--- config.mk ---
export PLATFORM = sky130hd
export DESIGN_NAME = powerup_ctrl_flat
export DESIGN_NICKNAME = d
export VERILOG_FILES = /design/src/rtl/powerup_pkg.sv /design/src/rtl/powerup_ctrl_if.sv /design/src/rtl/powerup_ctrl_box_overlap.sv /design/src/rtl/powerup_ctrl.sv /design/src/flat_wrapper.sv
export SDC_FILE = /design/constraint.sdc
export NUM_CORES = 1
export LEC_CHECK = 0
export CORE_MARGIN = 2
export CORE_UTILIZATION = 44
export DETAILED_ROUTE_END_ITERATION = 10
export GPL_TIMING_DRIVEN = 0
export PLACE_DENSITY = 0.84
export SYNTH_ARGS = -nofsm -noshare
export SYNTH_HDL_FRONTEND = slang
export SYNTH_SLANG_ARGS = --single-unit
--- constraint.sdc ---
create_clock -name clk -period 4.2 [get_ports clk]
set_input_delay 0.42 -clock clk [delete_from_list [all_inputs] [get_ports clk]]
set_output_delay 0.42 -clock clk [all_outputs]
set_load 0.05 [all_outputs]
--- src/rtl/powerup_pkg.sv ---
// rtl/powerup_pkg.sv - shared state encoding, widths and default constants for powerup_ctrl
package powerup_pkg;

   localparam int ROW_W = 9;
   localparam int COL_W = 10;
   localparam int CNT_W = 8;
   localparam int BOX_W = 11;

   localparam int DEF_ITEM_ROW        = 200;
   localparam int DEF_ITEM_COL        = 300;
   localparam int DEF_ITEM_SIZE       = 20;
   localparam int DEF_PLAYER_SIZE     = 40;
   localparam int DEF_SPAWN_FRAMES    = 240;
   localparam int DEF_ACTIVE_FRAMES   = 180;
   localparam int DEF_COOLDOWN_FRAMES = 60;

   typedef enum logic [1:0] {
      ST_IDLE     = 2'd0,
      ST_SPAWNED  = 2'd1,
      ST_ACTIVE   = 2'd2,
      ST_COOLDOWN = 2'd3
   } state_e;

endpackage

--- src/rtl/powerup_ctrl_if.sv ---
// rtl/powerup_ctrl_if.sv - game-logic and scan-position bus for powerup_ctrl
interface powerup_ctrl_if;
   import powerup_pkg::*;

   logic                   frame_tick;
   logic                   spawn_req;
   logic [ROW_W-1:0]       player_row;
   logic [COL_W-1:0]       player_col;
   logic [ROW_W-1:0]       row;
   logic [COL_W-1:0]       col;
   logic                   lightning_powerup;
   logic                   item_visible;
   logic                   item_pixel;
   logic                   pickup;
   logic [CNT_W-1:0]       frames_left;

   modport master (
      output frame_tick, spawn_req, player_row, player_col, row, col,
      input  lightning_powerup, item_visible, item_pixel, pickup, frames_left
   );

   modport slave (
      input  frame_tick, spawn_req, player_row, player_col, row, col,
      output lightning_powerup, item_visible, item_pixel, pickup, frames_left
   );

endinterface

--- src/rtl/powerup_ctrl_box_overlap.sv ---
// rtl/powerup_ctrl_box_overlap.sv - combinational axis-aligned box overlap test
module box_overlap
   import powerup_pkg::*;
(
   input  logic [BOX_W-1:0] a_row,
   input  logic [BOX_W-1:0] a_col,
   input  logic [BOX_W-1:0] a_size,
   input  logic [BOX_W-1:0] b_row,
   input  logic [BOX_W-1:0] b_col,
   input  logic [BOX_W-1:0] b_size,
   output logic             hit
);

   // Strict comparisons so boxes that only share an edge do not overlap.
   assign hit = (a_row < b_row + b_size) && (a_row + a_size > b_row) &&
                (a_col < b_col + b_size) && (a_col + a_size > b_col);

endmodule

--- src/rtl/powerup_ctrl.sv ---
// rtl/powerup_ctrl.sv - lightning power-up item spawn, pickup, active and cooldown sequencer
module powerup_ctrl
   import powerup_pkg::*;
#(
   parameter int ITEM_ROW        = DEF_ITEM_ROW,
   parameter int ITEM_COL        = DEF_ITEM_COL,
   parameter int ITEM_SIZE       = DEF_ITEM_SIZE,
   parameter int PLAYER_SIZE     = DEF_PLAYER_SIZE,
   parameter int SPAWN_FRAMES    = DEF_SPAWN_FRAMES,
   parameter int ACTIVE_FRAMES   = DEF_ACTIVE_FRAMES,
   parameter int COOLDOWN_FRAMES = DEF_COOLDOWN_FRAMES
)(
   input  logic           clk,
   input  logic           resetn,
   powerup_ctrl_if.slave  bus
);

   localparam logic [BOX_W-1:0] I_ROW  = BOX_W'(ITEM_ROW);
   localparam logic [BOX_W-1:0] I_COL  = BOX_W'(ITEM_COL);
   localparam logic [BOX_W-1:0] I_SIZE = BOX_W'(ITEM_SIZE);
   localparam logic [BOX_W-1:0] P_SIZE = BOX_W'(PLAYER_SIZE);

   state_e           state_q, state_d;
   logic [CNT_W-1:0] cnt_q, cnt_d;
   logic             lightning_q, lightning_d;
   logic             item_vis_q, item_vis_d;
   logic             item_pixel_q, item_pixel_d;
   logic             pickup_q, pickup_d;
   logic             player_hit;
   logic             scan_hit;

   box_overlap u_player_hit (
      .a_row  (BOX_W'(bus.player_row)),
      .a_col  (BOX_W'(bus.player_col)),
      .a_size (P_SIZE),
      .b_row  (I_ROW),
      .b_col  (I_COL),
      .b_size (I_SIZE),
      .hit    (player_hit)
   );

   box_overlap u_scan_hit (
      .a_row  (BOX_W'(bus.row)),
      .a_col  (BOX_W'(bus.col)),
      .a_size (BOX_W'(1)),
      .b_row  (I_ROW),
      .b_col  (I_COL),
      .b_size (I_SIZE),
      .hit    (scan_hit)
   );

   // Next state, counter and registered outputs; a hit outranks an expiring tick.
   always_comb begin
      state_d  = state_q;
      cnt_d    = cnt_q;
      pickup_d = 1'b0;
      unique case (state_q)
         ST_IDLE: begin
            cnt_d = '0;
            if (bus.spawn_req) begin
               state_d = ST_SPAWNED;
               cnt_d   = CNT_W'(SPAWN_FRAMES);
            end
         end
         ST_SPAWNED: begin
            if (player_hit) begin
               state_d  = ST_ACTIVE;
               cnt_d    = CNT_W'(ACTIVE_FRAMES);
               pickup_d = 1'b1;
            end else if (bus.frame_tick) begin
               if (cnt_q <= CNT_W'(1)) begin
                  state_d = ST_IDLE;
                  cnt_d   = '0;
               end else begin
                  cnt_d = cnt_q - CNT_W'(1);
               end
            end
         end
         ST_ACTIVE: begin
            if (bus.frame_tick) begin
               if (cnt_q <= CNT_W'(1)) begin
                  state_d = ST_COOLDOWN;
                  cnt_d   = CNT_W'(COOLDOWN_FRAMES);
               end else begin
                  cnt_d = cnt_q - CNT_W'(1);
               end
            end
         end
         ST_COOLDOWN: begin
            if (bus.frame_tick) begin
               if (cnt_q <= CNT_W'(1)) begin
                  state_d = ST_IDLE;
                  cnt_d   = '0;
               end else begin
                  cnt_d = cnt_q - CNT_W'(1);
               end
            end
         end
         default: begin
            state_d = ST_IDLE;
            cnt_d   = '0;
         end
      endcase
      lightning_d  = (state_d == ST_ACTIVE);
      item_vis_d   = (state_d == ST_SPAWNED);
      item_pixel_d = (state_q == ST_SPAWNED) && scan_hit;
   end

   // State and output registers; async reset clears the power-up enable immediately.
   always_ff @(posedge clk or negedge resetn) begin
      if (!resetn) begin
         state_q      <= ST_IDLE;
         cnt_q        <= '0;
         lightning_q  <= 1'b0;
         item_vis_q   <= 1'b0;
         item_pixel_q <= 1'b0;
         pickup_q     <= 1'b0;
      end else begin
         state_q      <= state_d;
         cnt_q        <= cnt_d;
         lightning_q  <= lightning_d;
         item_vis_q   <= item_vis_d;
         item_pixel_q <= item_pixel_d;
         pickup_q     <= pickup_d;
      end
   end

   assign bus.lightning_powerup = lightning_q;
   assign bus.item_visible      = item_vis_q;
   assign bus.item_pixel        = item_pixel_q;
   assign bus.pickup            = pickup_q;
   assign bus.frames_left       = cnt_q;

endmodule

--- src/flat_wrapper.sv ---
// flat-port wrapper written by rule: the top's interface ports become plain ports
module powerup_ctrl_flat import powerup_pkg::*;
#(
   parameter int ITEM_ROW        = DEF_ITEM_ROW,
   parameter int ITEM_COL        = DEF_ITEM_COL,
   parameter int ITEM_SIZE       = DEF_ITEM_SIZE,
   parameter int PLAYER_SIZE     = DEF_PLAYER_SIZE,
   parameter int SPAWN_FRAMES    = DEF_SPAWN_FRAMES,
   parameter int ACTIVE_FRAMES   = DEF_ACTIVE_FRAMES,
   parameter int COOLDOWN_FRAMES = DEF_COOLDOWN_FRAMES
)
  (clk, resetn, bus_frame_tick, bus_spawn_req, bus_player_row, bus_player_col, bus_row, bus_col, bus_lightning_powerup, bus_item_visible, bus_item_pixel, bus_pickup, bus_frames_left);
  powerup_ctrl_if bus_i ();
  input  logic clk;
  input  logic resetn;
  input wire logic [$bits(bus_i.frame_tick)-1:0] bus_frame_tick;
  input wire logic [$bits(bus_i.spawn_req)-1:0] bus_spawn_req;
  input wire logic [$bits(bus_i.player_row)-1:0] bus_player_row;
  input wire logic [$bits(bus_i.player_col)-1:0] bus_player_col;
  input wire logic [$bits(bus_i.row)-1:0] bus_row;
  input wire logic [$bits(bus_i.col)-1:0] bus_col;
  output wire logic [$bits(bus_i.lightning_powerup)-1:0] bus_lightning_powerup;
  output wire logic [$bits(bus_i.item_visible)-1:0] bus_item_visible;
  output wire logic [$bits(bus_i.item_pixel)-1:0] bus_item_pixel;
  output wire logic [$bits(bus_i.pickup)-1:0] bus_pickup;
  output wire logic [$bits(bus_i.frames_left)-1:0] bus_frames_left;
  assign bus_i.frame_tick = bus_frame_tick;
  assign bus_i.spawn_req = bus_spawn_req;
  assign bus_i.player_row = bus_player_row;
  assign bus_i.player_col = bus_player_col;
  assign bus_i.row = bus_row;
  assign bus_i.col = bus_col;
  assign bus_lightning_powerup = bus_i.lightning_powerup;
  assign bus_item_visible = bus_i.item_visible;
  assign bus_item_pixel = bus_i.item_pixel;
  assign bus_pickup = bus_i.pickup;
  assign bus_frames_left = bus_i.frames_left;
  powerup_ctrl #(.ITEM_ROW(ITEM_ROW), .ITEM_COL(ITEM_COL), .ITEM_SIZE(ITEM_SIZE), .PLAYER_SIZE(PLAYER_SIZE), .SPAWN_FRAMES(SPAWN_FRAMES), .ACTIVE_FRAMES(ACTIVE_FRAMES), .COOLDOWN_FRAMES(COOLDOWN_FRAMES)) u_core (.clk(clk), .resetn(resetn), .bus(bus_i));
endmodule
==> impl_metrics.ini <==
[global_route]
global_route.overflow_total = 0
grt_antenna_before_repair = 0
maximum_number_of_pins_on_one_net_before_global_route_repair = 15
first_global_vias = 1250
grt_first_pass_wirelength_mm = 5.28
grt_util_all_layers_pct = 24.7

[timing]
slew_headroom_pct = 56.2
max_freq_ghz = 0.412
finalCritPeriodShare_pct = 57.7
worst_pin_slew_ns = 0.655
fin_tns_setup_ns = 0
finalHoldViolations = 0
maxSlewViolCount = 0
period_needed_ns = 2.43
final.setup_skew_ns = 0.00216
unrepaired_setup_endpoints_after_global_routing = no
final-setup-viol-count = 0

[logic_synthesis]
area_fraction_of_the_dominant_cell_type_after_synthesis_pct = 30.4
synthesis.instances = 136
yosys_register_bits = 14
synth_cell_type_count = 48
synth.yosys.warnings = 0
syn_nets = 183
cell_taking_the_most_area_after_synthesis = sky130_fd_sc_hd__dfrtp_1
synth-seq-area-share_pct = 30.4
avgSynthCellArea_um2 = 8.47
post_synth_main_area_contributors = sky130_fd_sc_hd__dfrtp_1 30%, sky130_fd_sc_hd__ha_1 5.4%, sky130_fd_sc_hd__nor3_1 3.9%
netlist_area_before_placement_um2 = 1150

[die]
floorplan.io_pins = 54
dieWidth_um = 55.2
dieHeight_um = 55.2
site_row_count = 18
core_region_area_um2 = 2480
dieArea_um2 = 3040
effective_utilization_at_floorplan_pct = 46.5

[drt]
routed-via-count = 1279
dr.first_iter.drc_count = 20
via_per_inst = 5.84
routed_wl_mm = 3.17
drt_pre_antenna_iters = 5
routed_wire_length_per_instance_um = 14.5
drc = 0
final_antenna_net_count = 0

[placement]
postPlaceCellArea_um2 = 1680
place.gp.congestion = 0.774
port_buffers = 49
detailed_place_hpwl_mm = 2.60

[clock_network]
tritoncts = built
h-tree-depth = 1
postCtsHoldBufs = 0
max_clock_buf_depth = 2
clk_transition_reported_paths_ns = 0.08
cts-root-buf = sky130_fd_sc_hd__clkbuf_4
numCtsBuffers = 3
cts.repair.resized = 0
insertion_delay_ns = 0.28
clkSinkCount = 14
cts.repair_timing.setup_buffer_count = 0

[job]
maxCapViolations = 0

[worst_setup_path]
r2r.worst_path.cells = 9
timing_worst_setup_path_type = in -> reg
worst_setup_path_start_kind = primary input
r2r_setup_slack_ns = 2.10
arrival_time_reported_for_the_critical_path_endpoint_ns = 2.60
timing.critical_path.to_type = register
worst-path-max-fanout = 9
worstPathRequired_ns = 4.37
rr_startpoint = u_core.bus.frames_left[0]$_DFFE_PN0P_
crit-reg2reg-capture = u_core.bus.frames_left[2]$_DFFE_PN0P_

[run_status]
status = completed

[power]
vdd_ir_drop_max_mv = 0.404
p_total_mw = 0.965
power_density_nw_per_um2 = 562
power_leakage_nw = 0.700

[finish]
mostFrequentLayoutCell = sky130_fd_sc_hd__clkdlybuf4s50_1
final_area_um2 = 1720
syn2layout_area_growth_pct = 49.0
post_route_cells_drive_above_1_share_pct = 8.47
layout.area.seq_um2 = 350
layout_common_cells = 49 x sky130_fd_sc_hd__clkdlybuf4s50_1, 14 x sky130_fd_sc_hd__dfrtp_1, 10 x sky130_fd_sc_hd__inv_1, 10 x sky130_fd_sc_hd__nand2_1, 9 x sky130_fd_sc_hd__nor3_1
final_net_count = 237
area_of_combinational_cells_with_multiple_inputs_um2 = 717
nFillCells = 207
antenna_cells = 0

[worst_hold_path]
worstHoldPathType = in -> async
-- critical path, stage by stage --
cell,delay [ns]
sky130_fd_sc_hd__clkdlybuf4s50_1,0.50
sky130_fd_sc_hd__inv_1,0.07
sky130_fd_sc_hd__ha_1,0.30
sky130_fd_sc_hd__nor4b_1,0.30
sky130_fd_sc_hd__a211oi_1,0.13
sky130_fd_sc_hd__o22ai_1,0.35
sky130_fd_sc_hd__a211oi_2,0.24
sky130_fd_sc_hd__or2_1,0.29
-- area by class of cell --
type,instances,share of cell area [%]
Multi-Input combinational cell,106,41.8
Timing Repair Buffer,49,28.6
Sequential cell,14,20.4
Buffer,6,2.77
Inverter,10,2.19
Tap cell,30,2.19
Clock buffer,4,2.11
-- stage by stage --
step                      hold slack (ns)  std cells  setup slack (ns)  util [%]
after global placement              0.615        215              1.58      67.8
after detailed placement            0.621        215              1.50      67.8
after floorplan                     0.124        136              1.98         -
final                               0.532        219              1.77      69.3
after global routing                0.550        219              1.64      69.3
after CTS                           0.544        219              1.80      69.3
-- routing by layer --
layer	GRT usage (%)	routed length, µm	vias to the layer above
li1	-	-	624
met1	26.0	1280	607
met2	46.8	1710	41
met3	4.57	127	7
met4	11.8	63	0
met5	0	0	-
-- worst max path at each step --
stage,slack (ns),start,depth (start not counted),end
2_1_floorplan,1.98,u_core.bus.frames_left[0]$_DFFE_PN0P_,9,u_core.bus.frames_left[2]$_DFFE_PN0P_
3_3_place_gp,1.58,bus_player_col[3],8,u_core.bus.frames_left[2]$_DFFE_PN0P_
3_5_place_dp,1.50,bus_player_col[3],8,u_core.bus.frames_left[2]$_DFFE_PN0P_
4_1_cts,1.80,bus_player_col[3],8,u_core.bus.frames_left[2]$_DFFE_PN0P_
5_1_grt,1.64,bus_player_col[3],8,u_core.bus.frames_left[2]$_DFFE_PN0P_
6_report,1.77,bus_player_col[3],8,u_core.bus.frames_left[2]$_DFFE_PN0P_
-- logic make-up after synthesis --
kind of cell | after synthesis | share of synthesized area [%]
adders and majority gates | 5 | 5.43
AOI/OAI and AO/OA | 45 | 27.9
buffers and inverters | 16 | 7.38
xor gates and xnor gates | 3 | 2.28
DFF | 14 | 30.4
and+or+nand+nor | 53 | 26.6
-- registers in the layout (all words and copies together), names as in the netlist --
name and count:
u_core.bus.frames_left 8, u_core.bus.item_pixel 1, u_core.bus.pickup 1, u_core.state_q 2, u_core.bus.item_visible 1, u_core.bus.lightning_powerup 1
-- synth_stat cells, drive strengths merged --
master,n
dfrtp,14
inv,10
nand2,10
nor3,9
o21ai,9
a21oi,8
nor2,6
a211oi,5
ha,5
a22o,3
and3,3
buf,3
clkbuf,3
nor2b,3
nor4,3
o22ai,3
or2,3
a211o,2
a221o,2
a31o,2
nand3,2
nand3b,2
nand4,2
nand4b,2
nor3b,2
nor4b,2
o21a,2
or4,2
xnor2,2
a21boi,1
a21o,1
a221oi,1
a22oi,1
a31oi,1
and2,1
nand4bb,1
o211a,1
o221ai,1
o311ai,1
o31ai,1
xor2,1
-- report_power, final --
group | switching, mW | internal, mW
clock network | 0.0453 | 0.0528
registers | 0.0594 | 0.189
logic | 0.360 | 0.258
(Power assumes the default switching activity.)
